$ cat src/rtl/nfu3_seq_ctrl_pkg.sv
// Shared NFU-3 sequencing definitions: default sizes, FSM state codes and
// the coefficient address width helper.
package nfu3_seq_ctrl_pkg;

    localparam int DEF_BIT_WIDTH = 16;
    localparam int DEF_NUM_SEG   = 16;
    localparam int DEF_PIPE_LAT  = 3;

    // Controller states, kept as plain constants so older tools can map them.
    localparam logic [1:0] ST_IDLE  = 2'd0;
    localparam logic [1:0] ST_LOAD  = 2'd1;
    localparam logic [1:0] ST_RUN   = 2'd2;
    localparam logic [1:0] ST_DRAIN = 2'd3;

    // Coefficient RAM address width; never narrower than one bit.
    function automatic int addr_width(input int num_seg);
        return (num_seg > 1) ? $clog2(num_seg) : 1;
    endfunction

endpackage

$ cat src/rtl/nfu3_seq_ctrl_if.sv
// Bus bundle between the NFU-3 sequencer and its environment.
//
// Handshake rules: a coefficient word transfers in a cycle where
// i_cfg_valid and o_cfg_ready are both 1; a vector enters the sigmoid
// datapath in a cycle where i_in_valid and o_in_ready are both 1. The
// ready outputs depend only on controller state, never on the valid inputs,
// and a valid offered while ready is 0 is dropped with no side effect.
interface nfu3_seq_ctrl_if #(
    parameter int BIT_WIDTH = nfu3_seq_ctrl_pkg::DEF_BIT_WIDTH,
    parameter int NUM_SEG   = nfu3_seq_ctrl_pkg::DEF_NUM_SEG
);
    localparam int AW = nfu3_seq_ctrl_pkg::addr_width(NUM_SEG);

    logic                   i_load_start;
    logic                   i_cfg_valid;
    logic [2*BIT_WIDTH-1:0] i_cfg_data;
    logic                   o_cfg_ready;
    logic                   i_in_valid;
    logic                   o_in_ready;
    logic                   o_load_coef;
    logic [2*BIT_WIDTH-1:0] o_coef;
    logic [AW-1:0]          o_coef_addr;
    logic                   o_out_valid;
    logic                   o_coef_ok;

    // Environment side: drives requests, observes controller outputs.
    modport master (
        output i_load_start, i_cfg_valid, i_cfg_data, i_in_valid,
        input  o_cfg_ready, o_in_ready, o_load_coef, o_coef, o_coef_addr,
               o_out_valid, o_coef_ok
    );

    // Controller side.
    modport slave (
        input  i_load_start, i_cfg_valid, i_cfg_data, i_in_valid,
        output o_cfg_ready, o_in_ready, o_load_coef, o_coef, o_coef_addr,
               o_out_valid, o_coef_ok
    );

endinterface

$ cat src/rtl/nfu3_seq_ctrl_valid_pipe.sv
// Valid-bit shadow of the sigmoid datapath: one bit per pipeline stage.
module valid_pipe #(
    parameter int DEPTH = nfu3_seq_ctrl_pkg::DEF_PIPE_LAT
) (
    input  logic clk,
    input  logic rst,
    input  logic din,
    output logic dout,
    output logic empty
);

    logic [DEPTH-1:0] sr;

    // Shift every cycle regardless of controller state.
    always_ff @(posedge clk) begin
        if (rst) begin
            sr <= '0;
        end else begin
            sr <= (sr << 1) | DEPTH'(din);
        end
    end

    assign dout  = sr[DEPTH-1];
    assign empty = (sr == '0);

endmodule

$ cat src/rtl/nfu3_seq_ctrl.sv
// NFU-3 sequencing controller: loads the sigmoid coefficient table, then
// admits NFU-2 vectors, and drains the datapath before any table reload.
module nfu3_seq_ctrl
    import nfu3_seq_ctrl_pkg::*;
#(
    parameter int BIT_WIDTH = DEF_BIT_WIDTH,
    parameter int NUM_SEG   = DEF_NUM_SEG,
    parameter int PIPE_LAT  = DEF_PIPE_LAT
) (
    input  logic              clk,
    input  logic              rst,
    nfu3_seq_ctrl_if.slave    bus,
    output logic [1:0]        fsm_state
);

    localparam int AW = addr_width(NUM_SEG);

    logic [1:0]             state;
    logic [AW-1:0]          cnt;
    logic                   coef_ok;
    logic                   cfg_ready;
    logic                   in_ready;
    logic                   cfg_accept;
    logic                   in_accept;
    logic                   last_seg;
    logic                   pipe_empty;
    logic                   pipe_out;
    logic                   load_coef;
    logic [2*BIT_WIDTH-1:0] coef;
    logic [AW-1:0]          coef_addr;

    assign cfg_ready  = (state == ST_LOAD);
    assign in_ready   = (state == ST_RUN);
    assign cfg_accept = bus.i_cfg_valid & cfg_ready;
    assign in_accept  = bus.i_in_valid & in_ready;
    assign last_seg   = (cnt == AW'(NUM_SEG - 1));

    valid_pipe #(.DEPTH(PIPE_LAT)) u_valid_pipe (
        .clk   (clk),
        .rst   (rst),
        .din   (in_accept),
        .dout  (pipe_out),
        .empty (pipe_empty)
    );

    // Control FSM with segment counter and table-complete flag.
    always_ff @(posedge clk) begin
        if (rst) begin
            state   <= ST_IDLE;
            cnt     <= '0;
            coef_ok <= 1'b0;
        end else begin
            case (state)
                ST_IDLE: begin
                    if (bus.i_load_start) begin
                        state <= ST_LOAD;
                        cnt   <= '0;
                    end
                end
                ST_LOAD: begin
                    if (cfg_accept) begin
                        if (last_seg) begin
                            cnt     <= '0;
                            coef_ok <= 1'b1;
                            state   <= ST_RUN;
                        end else begin
                            cnt <= cnt + AW'(1);
                        end
                    end
                end
                ST_RUN: begin
                    if (bus.i_load_start) begin
                        state   <= ST_DRAIN;
                        coef_ok <= 1'b0;
                    end
                end
                ST_DRAIN: begin
                    // Reload only once nothing is in flight in the datapath.
                    if (pipe_empty) begin
                        state <= ST_LOAD;
                        cnt   <= '0;
                    end
                end
                default: begin
                    state <= ST_IDLE;
                end
            endcase
        end
    end

    // Coefficient RAM write port, registered one cycle after each accept.
    always_ff @(posedge clk) begin
        if (rst) begin
            load_coef <= 1'b0;
            coef      <= '0;
            coef_addr <= '0;
        end else begin
            load_coef <= cfg_accept;
            if (cfg_accept) begin
                coef      <= bus.i_cfg_data;
                coef_addr <= cnt;
            end
        end
    end

    assign bus.o_cfg_ready = cfg_ready;
    assign bus.o_in_ready  = in_ready;
    assign bus.o_load_coef = load_coef;
    assign bus.o_coef      = coef;
    assign bus.o_coef_addr = coef_addr;
    assign bus.o_out_valid = pipe_out;
    assign bus.o_coef_ok   = coef_ok;
    assign fsm_state       = state;

endmodule

$ cat src/flat_wrapper.sv
// flat-port wrapper written by rule: the top's interface ports become plain ports
module nfu3_seq_ctrl_flat import nfu3_seq_ctrl_pkg::*;
#(
    parameter int BIT_WIDTH = DEF_BIT_WIDTH,
    parameter int NUM_SEG   = DEF_NUM_SEG,
    parameter int PIPE_LAT  = DEF_PIPE_LAT
)
  (clk, rst, fsm_state, bus_i_load_start, bus_i_cfg_valid, bus_i_cfg_data, bus_i_in_valid, bus_o_cfg_ready, bus_o_in_ready, bus_o_load_coef, bus_o_coef, bus_o_coef_addr, bus_o_out_valid, bus_o_coef_ok);
  nfu3_seq_ctrl_if #(.BIT_WIDTH(BIT_WIDTH), .NUM_SEG(NUM_SEG)) bus_i ();
  input  logic clk;
  input  logic rst;
  output logic [1:0] fsm_state;
  input wire logic [$bits(bus_i.i_load_start)-1:0] bus_i_load_start;
  input wire logic [$bits(bus_i.i_cfg_valid)-1:0] bus_i_cfg_valid;
  input wire logic [$bits(bus_i.i_cfg_data)-1:0] bus_i_cfg_data;
  input wire logic [$bits(bus_i.i_in_valid)-1:0] bus_i_in_valid;
  output wire logic [$bits(bus_i.o_cfg_ready)-1:0] bus_o_cfg_ready;
  output wire logic [$bits(bus_i.o_in_ready)-1:0] bus_o_in_ready;
  output wire logic [$bits(bus_i.o_load_coef)-1:0] bus_o_load_coef;
  output wire logic [$bits(bus_i.o_coef)-1:0] bus_o_coef;
  output wire logic [$bits(bus_i.o_coef_addr)-1:0] bus_o_coef_addr;
  output wire logic [$bits(bus_i.o_out_valid)-1:0] bus_o_out_valid;
  output wire logic [$bits(bus_i.o_coef_ok)-1:0] bus_o_coef_ok;
  assign bus_i.i_load_start = bus_i_load_start;
  assign bus_i.i_cfg_valid = bus_i_cfg_valid;
  assign bus_i.i_cfg_data = bus_i_cfg_data;
  assign bus_i.i_in_valid = bus_i_in_valid;
  assign bus_o_cfg_ready = bus_i.o_cfg_ready;
  assign bus_o_in_ready = bus_i.o_in_ready;
  assign bus_o_load_coef = bus_i.o_load_coef;
  assign bus_o_coef = bus_i.o_coef;
  assign bus_o_coef_addr = bus_i.o_coef_addr;
  assign bus_o_out_valid = bus_i.o_out_valid;
  assign bus_o_coef_ok = bus_i.o_coef_ok;
  nfu3_seq_ctrl #(.BIT_WIDTH(BIT_WIDTH), .NUM_SEG(NUM_SEG), .PIPE_LAT(PIPE_LAT)) u_core (.clk(clk), .rst(rst), .bus(bus_i), .fsm_state(fsm_state));
endmodule
$ cat config.mk
export PLATFORM = sky130hd
export DESIGN_NAME = nfu3_seq_ctrl_flat
export DESIGN_NICKNAME = d
export VERILOG_FILES = /design/src/rtl/nfu3_seq_ctrl_pkg.sv /design/src/rtl/nfu3_seq_ctrl_if.sv /design/src/rtl/nfu3_seq_ctrl_valid_pipe.sv /design/src/rtl/nfu3_seq_ctrl.sv /design/src/flat_wrapper.sv
export SDC_FILE = /design/constraint.sdc
export NUM_CORES = 1
export LEC_CHECK = 0
export ABC_AREA = 1
export BUFFER_PORTS_ARGS = -buffer_cell sky130_fd_sc_hd__buf_2
export CAP_MARGIN = 20
export CORE_UTILIZATION = 40
export CTS_CLUSTER_DIAMETER = 30
export DETAILED_ROUTE_END_ITERATION = 7
export PLACE_DENSITY_LB_ADDON = 0.08
export SETUP_SLACK_MARGIN = 0.5
export SLEW_MARGIN = 20
export SYNTH_ARGS = -nofsm -noshare
export SYNTH_HDL_FRONTEND = slang
export SYNTH_SLANG_ARGS = --single-unit
$ cat constraint.sdc
create_clock -name clk -period 1.68 [get_ports clk]
set_clock_uncertainty 0.2 [all_clocks]
set_input_delay 0.168 -clock clk [delete_from_list [all_inputs] [get_ports clk]]
set_output_delay 0.168 -clock clk [all_outputs]
set_load 0.01 [all_outputs]
==> impl_metrics.env <==
export IMPL_status="finished, final reports clean"
export IMPL_comb_power_share_pct=47.0
export IMPL_die_area_um2=5012
export IMPL_internal_power_uw=3021
export IMPL_irDropWorstVdd_uv=906.3
export IMPL_synth_cell_area_um2=1893
export IMPL_clockBufferDepth=2
export IMPL_post_place_ws_ns=0.1554
export IMPL_synth_area_leaders="dfxtp_1 (50%), nor2_1 (16%), o21ai_0 (8.7%)"
export IMPL_syn_avg_cell_area_um2=7.727
export IMPL_p_per_area_nw_per_um2=1477
export IMPL_ioPinCount=80
export IMPL_clock_latency_ns=0.30
export IMPL_dr_pass1_iters=6
export IMPL_numCtsBuffers=5
export IMPL_antennaDiodeCount=0
export IMPL_synth_seq_cells=47
export IMPL_viasPerCell=4.635
export IMPL_grt_pass1_wl_um=8369
export IMPL_setup_tns_ns=0
export IMPL_grt_pass1_vias=1887
export IMPL_syn_nets=289
export IMPL_synth_top_area_share_pct=49.70
export IMPL_clk_pin_slew_worst_paths_ns=0.09
export IMPL_core_um2=4444
export IMPL_crit_fanout=7
export IMPL_drc=0
export IMPL_yosysUniqueCellTypes=23
export IMPL_grt_remaining_overflow=0
export IMPL_worst_pin_slew_ns=0.2189
export IMPL_wirelength_um=5211
export IMPL_cts_root_buf="clkbuf_8"
export IMPL_power_leakage_uw=0.001522
export IMPL_fin_nets=416
export IMPL_post_dp_hpwl_um=2885
export IMPL_p_clk_share_pct=18.2
export IMPL_layout_setup_ws_ns=0.1964
export IMPL_grt_usage_pct=21.09
export IMPL_cts_num_sinks=47
export IMPL_numPortBuffers=79
export IMPL_ys_seq_area_share_pct=49.70
export IMPL_areaGrowthSynthToFinish_pct=72.84
export IMPL_placed_cell_area_um2=2369
export IMPL_drt_iter0_drc=70
export IMPL_max_slew_margin_pct=85.39
export IMPL_power_switching_uw=1812
export IMPL_gp_congestion=0.7616
export IMPL_critPathArrivalTime_ns=1.52
export IMPL_antenna_left=0
export IMPL_use_met2_pct=39.42
export IMPL_rows=24
export IMPL_yosys_warnings=0
export IMPL_min_period_ns=1.484
export IMPL_die_w_um=70.80
export IMPL_clock_fmax_mhz=674.0
export IMPL_swShare_pct=37.49
export IMPL_wl_per_cell_um=12.26
export IMPL_holdWs_ns=0.01329
export IMPL_endpoint_kind="flip-flop"
export IMPL_synth_top_area_cell="dfxtp_1"
export IMPL_final_area_um2=3272
export IMPL_drv_cap=0
export IMPL_hold_viol=0
export IMPL_maxSlewViolCount=0
export IMPL_drive_gt1_share_pct=53.89
export IMPL_tritoncts="yes"
export IMPL_finish_utilization_pct=73.62
export IMPL_hold_class="input pin to flip-flop"
export IMPL_grt_setup_unrepaired="true"
export IMPL_setup_viol=0
export IMPL_via_count=1970
export IMPL_fin_crit_sh_pct=88.31
export IMPL_grt_antenna_before_repair=0
export IMPL_busiest_layer="met2"
export IMPL_initial_core_util_pct=42.60
export IMPL_htreeDepth=2
export IMPL_critPathKind="flip-flop to flip-flop"
export IMPL_grt_max_degree=34
export IMPL_met1_usage_pct=24.42
export IMPL_die_h_um=70.80
export IMPL_use_met3_pct=4.274
export IMPL_netlist_instances=245
export IMPL_power_frac_seq_pct=34.8
export IMPL_cp_required_ns=1.71
export IMPL_crit_path_start_kind="flip-flop"
registers in the layout, indices dropped and copies added, names as in the netlist:
signal / flops
u_core.bus.o_coef_ok: 1
u_core.u_valid_pipe.sr: 3
u_core.bus.o_coef: 32
u_core.fsm_state: 2
u_core.bus.o_load_coef: 1
u_core.cnt: 4
u_core.bus.o_coef_addr: 4
layer usage:
| layer | wire [µm] | vias to the layer above |
|---|---|---|
| li1 | - | 1025 |
| met1 | 2174 | 894 |
| met2 | 2781 | 47 |
| met3 | 220 | 4 |
| met4 | 34 | 0 |
| met5 | 0 | - |
cell families (layout without fill, tap and decap cells):
logic type               count (synthesis)  after routing  share of synthesized area, %
AO/OA/AOI/OAI                           48             48                         13.62
adder cells (fa/ha/maj)                  7              7                         4.626
buffers and inverters                   30            158                         7.733
flip-flops                              47             47                         49.70
AND/OR/NAND/NOR                        113            113                         24.32
power by group through the flow:
| stage | combinational (µW) | sequential, µW | clock, µW |
|---|---|---|---|
| floorplan | 955 | 1730 | 0 |
| global placement | 1500 | 1610 | 0 |
| detailed placement | 1520 | 1620 | 0 |
| CTS | 1990 | 1620 | 899 |
| global route | 2520 | 1720 | 939 |
| finish | 2270 | 1680 | 877 |
layout make-up:
class / count / area [µm²]
Fill cell: 358 / 1172
Multi-Input combinational cell: 168 / 1007
Sequential cell: 47 / 991.0
Timing Repair Buffer: 127 / 933.4
Inverter: 19 / 95.09
Clock buffer: 6 / 82.58
Tap cell: 52 / 65.06
Timing Repair inverter: 4 / 58.81
Clock inverter: 2 / 38.79
critical path, stage by stage (launching register included):
cell and delay (ns):
dfxtp_4 0.39, inv_4 0.05, ha_4 0.19, nand2_4 0.07, nand2_4 0.06, inv_4 0.06, nand3_4 0.12, nand2_2 0.10
nand2_2 0.06, nor2_2 0.10
placed cells by master (no fill, tap or decap), types with 2 or more instances in the layout:
cell type and n:
buf_2 74, nor2_1 52, dlygate4sd3_1 34, dfxtp_2 34, nor2_2 27, o21ai_0 18
o21ai_1 16, nand2_1 15, inv_1 13, dfxtp_1 11, buf_6 8, buf_4 7
clkbuf_8 6, nand2_2 5, nor2_4 4, o21ai_2 4, a21oi_2 4, a21oi_1 4
ha_4 4, buf_12 4, inv_4 3, nand2_4 3, nand3_1 3, ha_1 3
inv_16 2, inv_2 2, nand4_1 2, inv_8 2, dfxtp_4 2
per-stage QoR:
stage,power [µW],instances
after global routing,5175,425
after CTS,4502,421
final,4834,425
after floorplan,2682,245
after global placement,3110,369
after detailed placement,3134,369
path summary, 6_finish.rpt:
kind | startpoint | endpoint | slack, ns | depth (start not counted)
worst max-delay path | u_core.fsm_state[1] | u_core.cnt[3] | 0.20 | 9
worst min-delay path | rst | u_core.bus.o_coef[23] | 0.01 | 4
worst max register to register | u_core.fsm_state[1] | u_core.cnt[3] | 0.20 | 9
worst min register to register | u_core.u_valid_pipe.sr[0] | u_core.u_valid_pipe.sr[1] | 0.22 | 2
cell usage after synthesis, drive strengths merged:
master and n:
nand3 5, ha 7, nor2 83, nand4 2
nand2 23, inv 19, a21oi 9, o21bai 1
dfxtp 47, buf 4, o21ai 38, clkbuf 7
what timing repair did:
| item | 4_1_cts | 5_1_grt |
|---|---|---|
| setup buffers | 6 | 4 |
| resized for setup | 62 | 63 |
| cloned | 4 | 0 |
| hold buffers | 34 | 0 |
| endpoints found under the setup margin | 49 | 79 |
| pin swaps | 7 | 10 |
| hold endpoints to repair | 37 | 0 |
No activity file was read; power rests on OpenSTA's default activity.
